$ cat src/rtl/mem_access_ctrl.sv
// Display RAM sequencer: arbitrates fill, write, step and auto-scan
// requests and drives the registered RAM address/write lines.
module mem_access_ctrl #(
    parameter int ADDR_W = 8,
    parameter int DATA_W = 16,
    parameter int DWELL  = 250
) (
    input  logic              clk,
    input  logic              rst,
    input  logic              tick,
    input  logic              step_req,
    input  logic              wr_req,
    input  logic              fill_req,
    input  logic              scan_en,
    input  logic [DATA_W-1:0] din,
    output logic [ADDR_W-1:0] addr,
    output logic              we,
    output logic [DATA_W-1:0] wdata,
    output logic              busy
);

    typedef enum logic [1:0] {
        IDLE,
        WRITE,
        FILL
    } state_t;

    localparam logic [9:0]        DWELL_LAST = 10'(DWELL - 1);
    localparam logic [ADDR_W-1:0] ADDR_LAST  = {ADDR_W{1'b1}};
    localparam logic [ADDR_W-1:0] ADDR_ONE   = ADDR_W'(1);

    state_t              state_q, state_d;
    logic [ADDR_W-1:0]   addr_q, addr_d;
    logic [ADDR_W-1:0]   saved_q, saved_d;
    logic [DATA_W-1:0]   wdata_q, wdata_d;
    logic                we_q, we_d;
    logic                busy_q, busy_d;
    logic [9:0]          cnt_q, cnt_d;

    logic                scan_wrap;

    assign scan_wrap = scan_en && tick && (cnt_q == DWELL_LAST);

    always_ff @(posedge clk) begin
        if (rst) begin
            state_q <= IDLE;
            addr_q  <= '0;
            saved_q <= '0;
            wdata_q <= '0;
            we_q    <= 1'b0;
            busy_q  <= 1'b0;
            cnt_q   <= '0;
        end else begin
            state_q <= state_d;
            addr_q  <= addr_d;
            saved_q <= saved_d;
            wdata_q <= wdata_d;
            we_q    <= we_d;
            busy_q  <= busy_d;
            cnt_q   <= cnt_d;
        end
    end

    always_comb begin
        state_d = state_q;
        unique case (state_q)
            IDLE: begin
                if (fill_req) begin
                    state_d = FILL;
                end else if (wr_req) begin
                    state_d = WRITE;
                end
            end
            WRITE: state_d = IDLE;
            FILL: begin
                if (addr_q == ADDR_LAST) begin
                    state_d = IDLE;
                end
            end
            default: state_d = IDLE;
        endcase
    end

    always_comb begin
        addr_d  = addr_q;
        saved_d = saved_q;
        wdata_d = wdata_q;
        we_d    = 1'b0;
        busy_d  = 1'b0;
        cnt_d   = cnt_q;
        unique case (state_q)
            IDLE: begin
                if (fill_req) begin
                    wdata_d = din;
                    saved_d = addr_q;
                    addr_d  = '0;
                    we_d    = 1'b1;
                    busy_d  = 1'b1;
                    cnt_d   = '0;
                end else if (wr_req) begin
                    wdata_d = din;
                    we_d    = 1'b1;
                end else if (step_req) begin
                    // A coincident scan tick is absorbed by this step
                    addr_d = addr_q + ADDR_ONE;
                    cnt_d  = '0;
                end else if (!scan_en) begin
                    cnt_d = '0;
                end else if (scan_wrap) begin
                    addr_d = addr_q + ADDR_ONE;
                    cnt_d  = '0;
                end else if (tick) begin
                    cnt_d = cnt_q + 10'd1;
                end
            end
            WRITE: begin
                if (!scan_en) begin
                    cnt_d = '0;
                end
            end
            FILL: begin
                cnt_d = '0;
                if (addr_q == ADDR_LAST) begin
                    addr_d = saved_q;
                end else begin
                    addr_d = addr_q + ADDR_ONE;
                    we_d   = 1'b1;
                    busy_d = 1'b1;
                end
            end
            default: begin
                addr_d = '0;
            end
        endcase
    end

    assign addr  = addr_q;
    assign we    = we_q;
    assign wdata = wdata_q;
    assign busy  = busy_q;

endmodule

$ cat config.mk
export PLATFORM = sky130hd
export DESIGN_NAME = mem_access_ctrl
export DESIGN_NICKNAME = d
export VERILOG_FILES = /design/src/rtl/mem_access_ctrl.sv
export SDC_FILE = /design/constraint.sdc
export NUM_CORES = 1
export LEC_CHECK = 0
export CORE_UTILIZATION = 67
export DETAILED_ROUTE_END_ITERATION = 12
export DONT_BUFFER_PORTS = 1
export MAX_ROUTING_LAYER = met4
export PLACE_DENSITY_LB_ADDON = 0.25
export SLEW_MARGIN = 30
export SYNTH_ARGS = -nofsm -noshare
export SYNTH_HDL_FRONTEND = slang
export SYNTH_SLANG_ARGS = --single-unit
$ cat constraint.sdc
create_clock -name clk -period 6 [get_ports clk]
set_clock_uncertainty 0.15 [all_clocks]
set_input_delay 1.8 -clock clk [delete_from_list [all_inputs] [get_ports clk]]
set_output_delay 1.8 -clock clk [all_outputs]
set_load 0.02 [all_outputs]
Word-level counts from Yosys, hierarchy flattened:

Cells that the tools add are included.

* bits in registers: 46
* bits in latches: 0
* memory bits (writable): 0
* ROM bits: 0
* input port bits: 23
* output and inout bits: 26
* logic and storage cells: 58
* memories kept: 0

* add/sub/neg operators: 2
* multipliers: 0
* div/mod/pow operators: 0
* magnitude comparators: 0
* equality and inequality tests: 11
* shifts and indexed selects: 0
* multiplexer cells: 27
* bitwise operators: 1
* reductions and logical operators: 10

Operators with widths (count)
* 2-to-1 mux 10 bit: 7
* 2-to-1 mux 8 bit: 6
* 2-to-1 mux 16 bit: 2
* one-hot mux 10 bit (3 select lines): 1
* one-hot mux 8 bit (3 select lines): 1
* adder 10 x 1 -> 10 bit, second input constant: 1
* == test 10 x 8 -> 1 bit, second input constant: 1
* adder 8 x 1 -> 8 bit, second input constant: 1
* == test 8 bit, second input constant: 1
* inequality test 4 bit, second input constant: 2
* AND reduction 4 bit: 2
* 2-to-1 mux 2 bit: 3
* inequality test 3 bit, second input constant: 2
* inequality test 6 bit, second input constant: 1
* AND reduction 2 bit: 3
* 2-to-1 mux 1 bit: 4
* inequality test 2 bit, second input constant: 2
* one-hot mux 1 bit (2 select lines): 2
* one-hot mux 2 bit (2 select lines): 1
* nonzero test 3 bit: 1
* == test 2 x 1 -> 1 bit, second input constant: 1
* == test 2 bit, second input constant: 1
* logical AND 1 bit: 2
* logical NOT 2 bit: 1
* 2 further kinds: 2

Longest topological paths before layout:

* depth in word-level cells: 8
* mapped depth: 9
* depth with buffers taken out: 7

Worst setup path after synthesis:

Ideal clock, no wire load.

* path type: input-to-reg
* start: input port fill_req
* end: register cnt_q[4]
* arrival time: 3.102 ns
* slack: 2.656 ns
* stages: 7
* path buffers: 3
* path through: buf_6 > or4b_1 > clkbuf_1 > nor2_2 > buf_4 > a21oi_1 > o32ai_1

* word-level cells in the longest chain between the ends: 2
* elaborated cells between the ends (all ways): 5
* those cells by class: 2 x eq/ne; 2 x mux; 1 x reduce/logical

Ends and longest elaborated chain
* start, declared: line 13 `input logic fill_req,`
* inequality test 6 bit (no source line), or another cell as far along
* AND reduction 4 bit (no source line) or one-hot mux 10 bit (3 select lines) (tied branches)
* end signal, assigned: line 60 `cnt_q <= cnt_d;`
* end, declared: line 38 `logic [9:0] cnt_q, cnt_d;`

Parallel ways exist; a longest one is shown, timed or not.
A chain may end at the register's enable or synchronous reset.

Final worst setup path:

Ends and elaborated chain as after synthesis.

==> results.toml <==
[clock_network]
cts_max_level = 2
clk_pin_slew_ns = 0.13
cts_hold_buf = 0
clk_latency_ns = 0.38
clock-sinks = 46
cts_buffer_depth = 2
clock-root-buffer = "clkbuf_4"
cts_tree = "done"
numCtsBuffers = 5
post-cts-setup-buffers = 0
post_cts_resize_count = 0

[die]
die_h_um = 60.5
die_area_um2 = 3660
placementRows = 20
start_util = 0.727
pin_count = 49
fp.coreArea_um2 = 3150
chipWidth_um = 60.5

[critical_path]
cp_slowest_cell = "or4b_1"
worstPathCellList = "or4b_1 > nor2_2 > a21oi_1 > o32ai_1"
cpPeakStageDelay_ns = 0.65
start_kind = "input port"
r2r_cells = 6
critical_path_required_ns = 6.14
crit_path_end_kind = "flop"
critPathKind = "input port to flop"
critPathArrivalTime_ns = 3.23
cp_max_fo = 11

[synthesis]
synth-compound-area-share = 0.217
synth_adder_area_share = 0.0382
synth_fp_nets = 312
synthTopCellsByArea = "dfxtp_1 40%, nand2_1 11%, a21oi_1 9.8%"
syn_area_um2 = 2290
synth-main-ff-cell = "dfxtp_1"
synth_edf_count = 0
synth_seq_cells = 46
synth_top_area_cell = "dfxtp_1"
ys_warn_count = 0
yosys.area_share.simple = 0.260
muxShareOfSynthArea = 0
async_flop_share = 0
synth_top_family_by_area = "simple AND/OR/NAND/NOR gates"
yosys.area_share.xor_xnor = 0.00764
synthCells = 282
yosysSeqAreaShare = 0.402
ys_types = 50
yosysTopAreaCellShare = 0.402
avgSynthCellArea_um2 = 8.13

[pwr]
peakVddDrop_mv = 0.199
leakage_nw = 0.760
clockPowerShare = 0.297
swShare = 0.306
combPwrFrac = 0.137
cellInternalPower_mw = 0.442
p_sw_mw = 0.195
seqPwrFrac = 0.565
powerDensity_nw_per_um2 = 278
p_total_mw = 0.636

[cells_and_area]
n_antenna_cell = 0
fillerInstances = 264
stdcell_count = 317
layout-drive-gt1-share = 0.0440
fin_nets = 302
syn_to_final_growth_pct = -0.218

[timing]
period_minus_slack_ns = 3.09
tightest_slew_ns = 0.754
whs_ns = 0.318
setup_viol = 0
max_slew_margin = 0.493
hold_violations = 0
setup_tns_ns = 0
fin_crit_sh = 0.514
slew_viol_final = 0
timing.fmax_ghz = 0.324
rsz0062_at_grt = "no"

[route]
drc = 0
firstDrtPassIters = 6
num_vias = 1948
drt-initial-drc-count = 186
drt-total-wl_um = 4790
ant_nets = 0
via_per_inst = 6.15
wl_per_cell_um = 15.1

[status]
status = "complete, no violations"

[placed_design]
hpwl_um = 3310
place.port_buffers = 0
dp_cells = 309
gp_congestion = 0.878

[global_routing]
grt_max_degree = 50
grt_pass1_wl_um = 7710
track_usage = 0.291
first_global_vias = 1721
gr-total-overflow = 0
antenna_found_initial = 0

[flow_run]
maxCapViolCount = 0

[hold_path]
whs_path_depth = 2
min_path_type = "flop to flop"
## sequential cells by signal, summed over array words and instances (netlist names)
name,cells
busy,1
addr,8
state_q,2
we,1
saved_q,8
wdata,16
cnt_q,10
## worst paths after layout
check	end	start	slack, ns
max	cnt_q[4]	fill_req	2.91
min	saved_q[0]	saved_q[0]	0.32
max reg2reg	addr[1]	addr[0]	3.44
min reg2reg	saved_q[0]	saved_q[0]	0.32
## metrics by stage
stage | instance area (um^2) | setup slack [ns] | utilization
global placement | 2200 | 2.60 | 0.699
finish | 2290 | 2.91 | 0.725
floorplan | 2290 | 2.66 | -
detailed placement | 2210 | 2.54 | 0.700
global route | 2290 | 2.75 | 0.725
CTS | 2290 | 2.93 | 0.725
## worst max-delay path, delay by kind of cell
family             cells  cell delay, ns
and+or+nand+nor        2            1.08
AOI/OAI and AO/OA      2            0.35
## logic make-up (layout without fill, tap and decap cells)
group                      after synthesis  in the layout
and+or+nand+nor                        118            118
AOI/OAI and AO/OA                       84             84
DFF                                     46             46
buffers and inverters                   25             16
adders and majority gates                7              7
xor gates and xnor gates                 2              2
## metal layers
| metal | wire (um) | up-vias | GRT usage |
|---|---|---|---|
| met5 | 0 | - | - |
| met4 | 55 | 0 | 0.123 |
| li1 | - | 984 | - |
| met3 | 459 | 6 | 0.0832 |
| met2 | 2100 | 102 | 0.410 |
| met1 | 2180 | 856 | 0.388 |
## final cells by class
type | count | area [um^2] | area share
Multi-Input combinational cell | 211 | 1200 | 0.526
Clock buffer | 6 | 41.3 | 0.0181
Sequential cell | 46 | 921 | 0.403
Clock inverter | 2 | 37.5 | 0.0164
Tap cell | 44 | 55.1 | 0.0241
Inverter | 8 | 30.0 | 0.0131
## synthesized netlist by cell type (3+ instances only)
library cell,instances
a21oi_1,45
a311oi_1,4
clkbuf_1,10
dfxtp_1,46
ha_1,7
inv_1,8
nand2_1,65
nand3_1,9
nand3b_1,3
nand4b_1,5
nor2_1,7
nor3_1,9
o21ai_0,14
or3_1,3
## power groups by stage
stage / clock [mW] / combinational (mW) / sequential [mW]
global placement: 0 / 0.0832 / 0.366
detailed placement: 0 / 0.0862 / 0.366
global route: 0.203 / 0.0985 / 0.362
finish: 0.189 / 0.0873 / 0.360
CTS: 0.190 / 0.0863 / 0.359
floorplan: 0 / 0.0904 / 0.360
## layout by cell type (no fill, tap or decap), types with 3 or more instances in the layout
master | netlist | final
clkbuf_4 | 0 | 5
or3_1 | 3 | 3
nand3b_1 | 3 | 3
nand3_1 | 9 | 9
nand2_1 | 65 | 65
nand4b_1 | 5 | 5
inv_1 | 8 | 8
o21ai_0 | 14 | 14
nor2_1 | 7 | 7
dfxtp_1 | 46 | 46
a21oi_1 | 45 | 45
nor3_1 | 9 | 9
ha_1 | 7 | 7
a311oi_1 | 4 | 4
No activity file was read; power rests on OpenSTA's default activity.
